--- config.mk ---
export PLATFORM = sky130hd
export DESIGN_NAME = spi_bus_bridge
export DESIGN_NICKNAME = d
export VERILOG_FILES = /design/src/rtl/spi_bus_pkg.sv /design/src/rtl/spi_bus_bridge_sync.sv /design/src/rtl/spi_bus_bridge.sv
export SDC_FILE = /design/constraint.sdc
export NUM_CORES = 1
export LEC_CHECK = 0
export CAP_MARGIN = 20
export CELL_PAD_IN_SITES_DETAIL_PLACEMENT = 2
export CELL_PAD_IN_SITES_GLOBAL_PLACEMENT = 2
export CORE_ASPECT_RATIO = 0.5
export CORE_MARGIN = 8
export CORE_UTILIZATION = 37
export CTS_BUF_LIST = sky130_fd_sc_hd__clkbuf_2
export DETAILED_ROUTE_END_ITERATION = 10
export MAX_ROUTING_LAYER = met4
export PLACE_DENSITY_LB_ADDON = 0.1
export SYNTH_ARGS = -nofsm -noshare
export SYNTH_HDL_FRONTEND = slang
export SYNTH_SLANG_ARGS = --single-unit
--- constraint.sdc ---
create_clock -name iCLK -period 4.5 [get_ports iCLK]
set_input_delay 0.9 -clock iCLK [delete_from_list [all_inputs] [get_ports iCLK]]
set_output_delay 0.9 -clock iCLK [all_outputs]
set_load 0.01 [all_outputs]
--- src/rtl/spi_bus_pkg.sv ---
`timescale 1ns/1ps
// Shared types and command-field layout for the SPI-to-register-bus bridge.
package spi_bus_pkg;

  localparam int ADDR_W_DEF    = 7;
  localparam int CMD_WR_BIT    = 7;
  localparam int CMD_PERIPH_HI = 6;
  localparam int CMD_PERIPH_LO = 3;
  localparam int CMD_REG_HI    = 2;
  localparam int CMD_REG_LO    = 0;

  typedef enum logic [2:0] {
    ST_IDLE,
    ST_CMD,
    ST_WR_REQ,
    ST_RD_REQ,
    ST_WAIT_ACK
  } state_e;

  // Register field wraps mod 8; the peripheral field is carried unchanged.
  function automatic logic [6:0] bus_addr(input logic [7:0] cmd, input logic [2:0] off);
    logic [2:0] reg_idx;
    reg_idx = cmd[CMD_REG_HI:CMD_REG_LO] + off;
    return {cmd[CMD_PERIPH_HI:CMD_PERIPH_LO], reg_idx};
  endfunction

endpackage

--- src/rtl/spi_bus_bridge_sync.sv ---
`timescale 1ns/1ps
// 2-FF synchroniser with a third flop for edge detect; level and edges valid 2 cycles after input.
// No backpressure: pulses are single-cycle and must be consumed when seen.
module spi_sync_edge #(
  parameter logic RST_VAL = 1'b0
) (
  input  logic clk_i,
  input  logic rst_n_i,
  input  logic async_i,
  output logic lvl_o,
  output logic rise_o,
  output logic fall_o
);

  logic [2:0] sync_q;
  logic [2:0] sync_d;

  assign sync_d = {sync_q[1:0], async_i};

  always_ff @(posedge clk_i or negedge rst_n_i) begin
    if (!rst_n_i) sync_q <= {3{RST_VAL}};
    else          sync_q <= sync_d;
  end

  assign lvl_o  = sync_q[1];
  assign rise_o =  sync_q[1] & ~sync_q[2];
  assign fall_o = ~sync_q[1] &  sync_q[2];

endmodule

--- src/rtl/spi_bus_bridge.sv ---
`timescale 1ns/1ps
// Turns SPI slave byte strobes into single-byte register bus accesses; send byte loads 1 cycle after edge detect.
// One bus request outstanding; strobes arriving while busy are dropped and flagged in the sticky oERR.
module spi_bus_bridge
  import spi_bus_pkg::*;
#(
  parameter int         ADDR_W    = ADDR_W_DEF,
  parameter int         TIMEOUT   = 16,
  parameter logic [6:0] STATUS_ID = 7'h01
) (
  input  logic              iCLK,
  input  logic              iRESET_n,
  input  logic              iSPI_SS_n,
  input  logic              iSPI_READ_SIG,
  input  logic              iSPI_WRITE_SIG,
  input  logic [7:0]        iSPI_RCV_BYTE,
  input  logic [7:0]        iSPI_RCV_CMD,
  output logic [7:0]        oSPI_SEND_BYTE,
  output logic [ADDR_W-1:0] oBUS_ADDR,
  output logic [7:0]        oBUS_WDATA,
  output logic              oBUS_WR,
  output logic              oBUS_RD,
  input  logic [7:0]        iBUS_RDATA,
  input  logic              iBUS_ACK,
  output logic              oBUSY,
  output logic              oERR
);

  localparam int TW = $clog2(TIMEOUT + 1);

  logic ss_lvl, ss_rise, ss_fall, rd_rise, wr_rise;
  logic unused_rd_lvl, unused_rd_fall, unused_wr_lvl, unused_wr_fall;

  spi_sync_edge #(.RST_VAL(1'b1)) u_sync_ss (
    .clk_i(iCLK), .rst_n_i(iRESET_n), .async_i(iSPI_SS_n),
    .lvl_o(ss_lvl), .rise_o(ss_rise), .fall_o(ss_fall)
  );
  spi_sync_edge #(.RST_VAL(1'b0)) u_sync_rd (
    .clk_i(iCLK), .rst_n_i(iRESET_n), .async_i(iSPI_READ_SIG),
    .lvl_o(unused_rd_lvl), .rise_o(rd_rise), .fall_o(unused_rd_fall)
  );
  spi_sync_edge #(.RST_VAL(1'b0)) u_sync_wr (
    .clk_i(iCLK), .rst_n_i(iRESET_n), .async_i(iSPI_WRITE_SIG),
    .lvl_o(unused_wr_lvl), .rise_o(wr_rise), .fall_o(unused_wr_fall)
  );

  state_e            state_q, state_d;
  logic [7:0]        cmd_q, cmd_d, next_q, next_d, send_q, send_d, wdata_q, wdata_d;
  logic              cmd_vld_q, cmd_vld_d, err_q, err_d, abort_q, abort_d;
  logic [2:0]        off_q, off_d;
  logic [1:0]        idx_q, idx_d, idx_eff;
  logic [ADDR_W-1:0] addr_q, addr_d;
  logic [TW-1:0]     tmo_q, tmo_d;
  logic              busy, cmd_evt, is_wr;

  // The command strobe may land in the same cycle as SS_n fall, before idx_q is cleared.
  assign idx_eff = ss_fall ? 2'd0 : idx_q;
  assign busy    = (state_q == ST_WR_REQ) || (state_q == ST_RD_REQ) || (state_q == ST_WAIT_ACK);
  assign is_wr   = cmd_q[CMD_WR_BIT];
  assign cmd_evt = rd_rise && (idx_eff == 2'd0) && !ss_rise &&
                   (((state_q == ST_IDLE) && ss_fall) || ((state_q == ST_CMD) && !cmd_vld_q));

  always_comb begin
    state_d   = state_q;
    cmd_d     = cmd_q;
    cmd_vld_d = cmd_vld_q;
    off_d     = off_q;
    idx_d     = idx_q;
    next_d    = next_q;
    send_d    = send_q;
    addr_d    = addr_q;
    wdata_d   = wdata_q;
    err_d     = err_q;
    abort_d   = abort_q;
    tmo_d     = tmo_q;

    if (ss_fall)                          idx_d = rd_rise ? 2'd1 : 2'd0;
    else if (rd_rise && idx_q != 2'd3)    idx_d = idx_q + 2'd1;

    if (cmd_evt) begin
      cmd_d     = iSPI_RCV_CMD;
      cmd_vld_d = 1'b1;
      off_d     = 3'd0;
      next_d    = {err_q, STATUS_ID};
    end

    if (busy) begin
      if (ss_rise) abort_d = 1'b1;
      else if (rd_rise || wr_rise) begin
        err_d = 1'b1;
        if (rd_rise && !is_wr && !abort_q) send_d = next_q;
      end
    end

    case (state_q)
      ST_IDLE: if (ss_fall) state_d = ST_CMD;
      ST_CMD: begin
        if (ss_rise) begin
          state_d   = ST_IDLE;
          send_d    = 8'h00;
          cmd_vld_d = 1'b0;
        end else if (cmd_vld_q && is_wr && wr_rise) begin
          addr_d  = ADDR_W'(bus_addr(cmd_q, off_q));
          wdata_d = iSPI_RCV_BYTE;
          off_d   = off_q + 3'd1;
          state_d = ST_WR_REQ;
        end else if (cmd_vld_q && !is_wr && rd_rise && idx_eff != 2'd0) begin
          send_d  = next_q;
          addr_d  = ADDR_W'(bus_addr(cmd_q, off_q));
          off_d   = off_q + 3'd1;
          state_d = ST_RD_REQ;
        end
      end
      ST_WR_REQ, ST_RD_REQ: begin
        state_d = ST_WAIT_ACK;
        tmo_d   = '0;
      end
      ST_WAIT_ACK: begin
        if (iBUS_ACK || tmo_q == TW'(TIMEOUT - 1)) begin
          if (!iBUS_ACK) err_d = 1'b1;
          if (abort_q || ss_rise) begin
            // Result belongs to a finished transaction; a reselect waits for its own command.
            state_d   = ss_lvl ? ST_IDLE : ST_CMD;
            send_d    = 8'h00;
            cmd_vld_d = 1'b0;
            abort_d   = 1'b0;
          end else begin
            state_d = ST_CMD;
            if (!is_wr) next_d = iBUS_ACK ? iBUS_RDATA : 8'hFF;
          end
        end else begin
          tmo_d = tmo_q + TW'(1);
        end
      end
      default: state_d = ST_IDLE;
    endcase
  end

  always_ff @(posedge iCLK or negedge iRESET_n) begin
    if (!iRESET_n) begin
      state_q   <= ST_IDLE;
      cmd_q     <= 8'h00;
      cmd_vld_q <= 1'b0;
      off_q     <= 3'd0;
      idx_q     <= 2'd0;
      next_q    <= 8'h00;
      send_q    <= 8'h00;
      addr_q    <= '0;
      wdata_q   <= 8'h00;
      err_q     <= 1'b0;
      abort_q   <= 1'b0;
      tmo_q     <= '0;
    end else begin
      state_q   <= state_d;
      cmd_q     <= cmd_d;
      cmd_vld_q <= cmd_vld_d;
      off_q     <= off_d;
      idx_q     <= idx_d;
      next_q    <= next_d;
      send_q    <= send_d;
      addr_q    <= addr_d;
      wdata_q   <= wdata_d;
      err_q     <= err_d;
      abort_q   <= abort_d;
      tmo_q     <= tmo_d;
    end
  end

  assign oSPI_SEND_BYTE = send_q;
  assign oBUS_ADDR      = addr_q;
  assign oBUS_WDATA     = wdata_q;
  assign oBUS_WR        = (state_q == ST_WR_REQ) || ((state_q == ST_WAIT_ACK) &&  is_wr);
  assign oBUS_RD        = (state_q == ST_RD_REQ) || ((state_q == ST_WAIT_ACK) && !is_wr);
  assign oBUSY          = (state_q != ST_IDLE);
  assign oERR           = err_q;

endmodule

**Yosys cells after proc, flatten, opt, wreduce, memory -nomap -nowiden**

Cells that the tools add are included.

- Shift operators: 0
- Div/mod/pow operators: 0
- Reductions and logical operators: 39
- Add/sub/neg operators: 4
- $lt $le $gt $ge: 0
- Bitwise gates (word level): 9
- Mux-type cells: 53
- Multiply operators: 0
- Equal/unequal tests: 10

Operators with widths:

| cell | count |
|---|---|
| $mux W8 | 15 |
| $mux W3 | 10 |
| $mux W1 | 18 |
| $pmux W8 S2 | 1 |
| $logic_and A1 B1 Y1 | 15 |
| $mux W7 | 2 |
| $pmux W3 S4 | 1 |
| $pmux W5 S2 | 1 |
| $reduce_and A3 Y1 | 3 |
| $logic_or A1 B1 Y1 | 8 |
| $ne A2 B2 Y1 const B | 4 |
| $reduce_bool A2 Y1 | 4 |
| $eq A3 B2 Y1 const B | 2 |
| $mux W2 | 3 |
| $add A5 B1 Y5 const B | 1 |
| $eq A5 B4 Y1 const B | 1 |
| $mux W5 | 1 |
| $not A1 Y1 | 5 |
| $and A1 B1 Y1 | 4 |
| $logic_not A1 Y1 | 4 |
| $ne A4 B2 Y1 const B | 1 |
| $add A3 B1 Y3 const B | 1 |
| $add A3 B3 Y3 | 1 |
| $eq A3 B1 Y1 const B | 1 |
| other kinds (8) | 8 |

- Input bits: 30
- Memories kept: 0
- Register bits: 64
- Logic and storage cells: 130
- Bits in latches: 0
- Output and inout port bits: 27
- Bits in read-only memories: 0
- Memory bits (writable): 0

**Longest topological paths before layout**

- Depth in word-level cells: 12
- Depth in mapped cells: 9
- Mapped depth without buffers: 7

**Modules after synthesis**

From an unflattened synthesis, not the netlist that was laid out.

- Cell total of the unflattened synthesis: 252
- Area total of the unflattened synthesis: 2847.7 um^2

Modules (own cells, without submodules):

| module | area an instance (um^2) | times used | cells each |
|---|---|---|---|
| spi_bus_bridge | 2573.7 | 1 | 237 |
| spi_sync_edge at u_sync_rd ... | 90.1 | 2 | 5 |
| spi_sync_edge at u_sync_ss | 93.8 | 1 | 5 |

**Worst setup path after synthesis**

Ideal clock, no wire load.

- Path kind: reg2reg
- Start: register cmd_q[7]
- End: register send_q[0], in the netlist oSPI_SEND_BYTE[0]
- Path buffers: 0
- Cell stages (with the launch flop): 6
- Clock period less this slack: 2.030 ns
- Arrival: 1.909 ns
- Path slack: 2.470 ns
- Required time: 4.379 ns
- Cells stage by stage: dfrtp_1 > or3b_1 > or4_1 > a221oi_1 > a31oi_1 > a22o_1

- Longest elaborated chain between the ends: 11
- Elaborated cells between the ends (all ways): 18
- Classes of those cells: mux: 10; reduce/logical: 8

RTL lines:

| item | line | RTL |
|---|---|---|
| start, declared | spi_bus_bridge.sv:48 | `logic [7:0] cmd_q, cmd_d, next_q, next_d, send_q, send_d, wdata_q, wdata_d;` |
| start signal, assigned | spi_bus_bridge.sv:155 | `cmd_q <= cmd_d;` |
| $logic_not A1 Y1 | spi_bus_bridge.sv:91, spi_bus_bridge.sv:107 |  |
| $logic_and A1 B1 Y1 (2 in a row) | spi_bus_bridge.sv:91 | `if (rd_rise && !is_wr && !abort_q) send_d = next_q;` |
| $mux W8 | spi_bus_bridge.sv:91 |  |
| $mux W8 | spi_bus_bridge.sv:89 | `else if (rd_rise \|\| wr_rise) begin` |
| $mux W8 | spi_bus_bridge.sv:88 | `if (ss_rise) abort_d = 1'b1;` |
| $mux W8 | spi_bus_bridge.sv:87 | `if (busy) begin` |
| $mux W8 | spi_bus_bridge.sv:107 | `end else if (cmd_vld_q && !is_wr && rd_rise && idx_eff != 2'd0) begin` |
| $mux W8 | spi_bus_bridge.sv:102 | `end else if (cmd_vld_q && is_wr && wr_rise) begin` |
| $mux W8 | spi_bus_bridge.sv:98 | `if (ss_rise) begin` |
| $pmux W8 S2 * | spi_bus_bridge.sv:95 | `case (state_q)` |
| named net send_d[0] | spi_bus_bridge.sv:48 |  |
| end signal, assigned | spi_bus_bridge.sv:160 | `send_q <= send_d;` |
| end, declared | spi_bus_bridge.sv:48 |  |

The timed path passes the listed nets; every way through them passes the cells marked *.
A chain may end at the register's enable or synchronous reset.

**Worst setup path after layout**

- Start: register state_q[1]
- End: output oBUS_RD

- Longest elaborated chain between the ends: 3
- Elaborated cells between the ends (all ways): 4
- Classes of those cells: eq/ne: 2; reduce/logical: 2

RTL lines:

| item | line | RTL |
|---|---|---|
| start, declared | spi_bus_bridge.sv:47 | `state_e state_q, state_d;` |
| start signal, assigned | spi_bus_bridge.sv:154 | `state_q <= state_d;` |
| $eq A3 B3 Y1 | spi_bus_bridge.sv:173 | `assign oBUS_RD = (state_q == ST_RD_REQ) \|\| ((state_q == ST_WAIT_ACK) && !is_wr);` |
| $logic_and A1 B1 Y1 | spi_bus_bridge.sv:173 |  |
| $logic_or A1 B1 Y1 * | spi_bus_bridge.sv:173 |  |
| end, declared | spi_bus_bridge.sv:22 | `output logic oBUS_RD,` |

Every way passes the cells marked *; elsewhere a longest branch is shown, timed or not.

==> impl_metrics.tcl <==
set metrics [dict create \
    drc 0 \
    cts-root-buf "clkbuf_2" \
    die_y_um 77.09 \
    startpoint_type "register" \
    yosysTopAreaCellShare 0.5528 \
    nets 332 \
    grt_pass1_wl_mm 12.65 \
    dp_slack_ns 1.278 \
    overflow 0 \
    setup_slack_ns 1.291 \
    swShare 0.3428 \
    worst_r2r_path_depth 5 \
    die_w_um 138.2 \
    start_util 0.3800 \
    yosys_warnings 0 \
    maxCapViolCount 0 \
    grt_pass1_vias 2369 \
    leakagePower_nw 1.584 \
    ys_async_sr_fraction 1.000 \
    timing.fmax_mhz 311.7 \
    cts_buffers 9 \
    status "finished, final reports clean" \
    synth_compound_area_frac 0.1174 \
    place_congestion 0.7385 \
    first_pass_iters 4 \
    routedWlPerCell_um 18.50 \
    synthTopCellsByCount "dfrtp_1, nand2_1, mux2_2" \
    grt_antenna_before_repair 0 \
    min_period_ns 3.209 \
    die_area_um2 10650 \
    hold_path.class "register to register" \
    critPathMaxFanout 11 \
    pwr-share-seq 0.533 \
    htreeDepth 3 \
    clk_transition_reported_paths_ns 0.18 \
    antenna_left 0 \
    p_per_area_nw_per_um2 438.9 \
    finalSetupViolCount 0 \
    dr.first_iter.drc_count 83 \
    ctsResizeCount 0 \
    syn-num-nets 272 \
    setup-tns-final_ns 0 \
    clk_latency_ns 0.51 \
    postCtsSetupBuffers 0 \
    wirelength_mm 7.326 \
    rsz0062_at_grt "no" \
    criticalPathCategory "register to output pin" \
    synth_cell_types 48 \
    crit_required_ns 3.60 \
    worstHoldPathCells 0 \
    period_share 0.7130 \
    antenna_cells 0 \
    syn-mean-instance-area_um2 11.70 \
    switchingPower_uw 525.2 \
    ctsHoldBuffers 0 \
    clock_sinks 64 \
    n_fill_cell 743 \
    p_int_mw 1.007 \
    synth-edff-count 0 \
    synth_area_leaders "dfrtp_1, mux2_2, nand2_1" \
    cts_tree "yes" \
    io_pins 57 \
    synthFlopType "dfrtp_1" \
    fin_worst_skew_ns 0.02258 \
    yosysMostFrequentCell "dfrtp_1" \
    relSlewSlack 0.3029 \
    syn_area_um2 2761 \
    areaGrowthSynthToFinish_pct 26.42 \
    hold_viol 0 \
    vias_per_cell 5.040 \
    groute.usage.overall 0.1523 \
    ir_drop_v 0.0002449 \
    clockPowerShare 0.176 \
    core-area_um2 7267 \
    cp-end-kind "output pin" \
    vias 1996 \
    worst_slew_pin_slew_ns 1.037 \
    grt_max_degree 40 \
    dp_hpwl_mm 5.433 \
    ys_seq_area_frac 0.5813 \
    clk_path_buf_depth 2 \
    yosysTopAreaCell "dfrtp_1" \
    synth_mux_area_frac 0.07250 \
    combinationalPowerShare 0.291 \
    cp.arrival_ns 2.31 \
    synth-xor-area-share 0.01269 \
    synthCells 236 \
    synthAdderAreaFrac 0.02990 \
    synth_top_family_by_area "simple AND/OR/NAND/NOR gates" \
    ys_ff_latch 64 \
    rows 22 \
    drv_slew 0 \
    io_buffers 56 \
    layout-drive-gt1-share 0.1400 \
    yosys.area_share.simple 0.1545 \
    total_power_mw 1.532 \
]
## power by group through the flow
stage | clock (mW) | sequential, mW | combinational [mW]
3_5_place_dp | 0 | 0.828 | 0.453
4_1_cts | 0.287 | 0.818 | 0.456
2_1_floorplan | 0 | 0.807 | 0.242
3_3_place_gp | 0 | 0.818 | 0.423
6_report | 0.270 | 0.816 | 0.446
5_1_grt | 0.308 | 0.836 | 0.501
## placed cells by master, fill, tap and decap left out, types with 2 or more instances in the layout
cell type / netlist / routed
ha_1: 5 / 5
nor3_1: 4 / 4
nor2b_1: 9 / 9
a21oi_1: 8 / 8
dfrtp_1: 61 / 61
mux2i_1: 2 / 2
and3_1: 2 / 2
nand2b_1: 7 / 7
a22o_1: 9 / 9
or4_1: 2 / 2
nor2_1: 12 / 12
dfstp_2: 3 / 3
clkbuf_2: 0 / 10
clkinv_2: 0 / 2
clkdlybuf4s50_1: 0 / 55
o22ai_1: 2 / 2
clkinv_1: 1 / 3
xor2_1: 2 / 2
xnor2_1: 2 / 2
nand3_1: 9 / 9
mux2_2: 16 / 16
inv_1: 10 / 10
o21ai_0: 4 / 4
o21ai_1: 6 / 6
nand2_1: 27 / 27
or3_1: 2 / 2
## final cells by class
type	count	area, um2	area share
clock buffer	10	50.05	0.01434
clock inverter	5	25.02	0.007168
inverter	11	41.29	0.01183
multi-input combinational	152	1075	0.3079
sequential	64	1605	0.4599
tap	96	120.1	0.03441
timing repair buffer	58	574.3	0.1645
## critical path: stages, from the launching register on
cell and delay, ns:
dfrtp_1 0.57, or3b_4 0.49, o22ai_1 0.18, clkdlybuf4s50_1 0.57
## through the flow
| stage | util | hold slack (ns) | instance area, um2 | cells |
|---|---|---|---|---|
| 5_1_grt | 0.4804 | 0.3772 | 3491 | 396 |
| 2_1_floorplan | - | 0.3312 | 2761 | 236 |
| 6_report | 0.4804 | 0.3632 | 3491 | 396 |
| 3_3_place_gp | 0.4685 | 0.3380 | 3405 | 380 |
| 3_5_place_dp | 0.4685 | 0.3403 | 3405 | 380 |
| 4_1_cts | 0.4788 | 0.3707 | 3480 | 395 |
## metal layers
| metal | vias up | global-route usage | part of all wire |
|---|---|---|---|
| li1 | 945 | - | - |
| met1 | 998 | 0.1820 | 0.48 |
| met2 | 47 | 0.2350 | 0.47 |
| met3 | 6 | 0.06023 | 0.046 |
| met4 | 0 | 0.04198 | 0.0070 |
| met5 | - | - | 0 |
## worst paths after layout
check	start	endpoint	slack [ns]
max	state_q[1]	oBUS_RD	1.29
min	u_sync_rd.sync_q[0]	u_sync_rd.sync_q[1]	0.36
max reg2reg	state_q[1]	next_q[7]	1.89
min reg2reg	u_sync_rd.sync_q[0]	u_sync_rd.sync_q[1]	0.36
max in group asynchronous	iRESET_n	off_q[0]	3.10
min in group asynchronous	iRESET_n	tmo_q[2]	0.49
## registers in the layout (all words and copies together), names as in the netlist
register,count
abort_q,1
cmd_q,8
cmd_vld_q,1
idx_q,2
next_q,8
oBUS_ADDR,7
oBUS_WDATA,8
oERR,1
oSPI_SEND_BYTE,8
off_q,3
state_q,3
tmo_q,5
u_sync_rd.sync_q,3
u_sync_ss.sync_q,3
u_sync_wr.sync_q,3
## cell families (layout without fill, tap and decap cells)
kind of cell,after synthesis,count (layout)
xor+xnor,4,4
buf+inv,20,84
simple gates,82,82
flops,64,64
mux,18,18
fa+ha+maj,6,6
compound gates,42,42
Power figures use the tool's default switching activity.
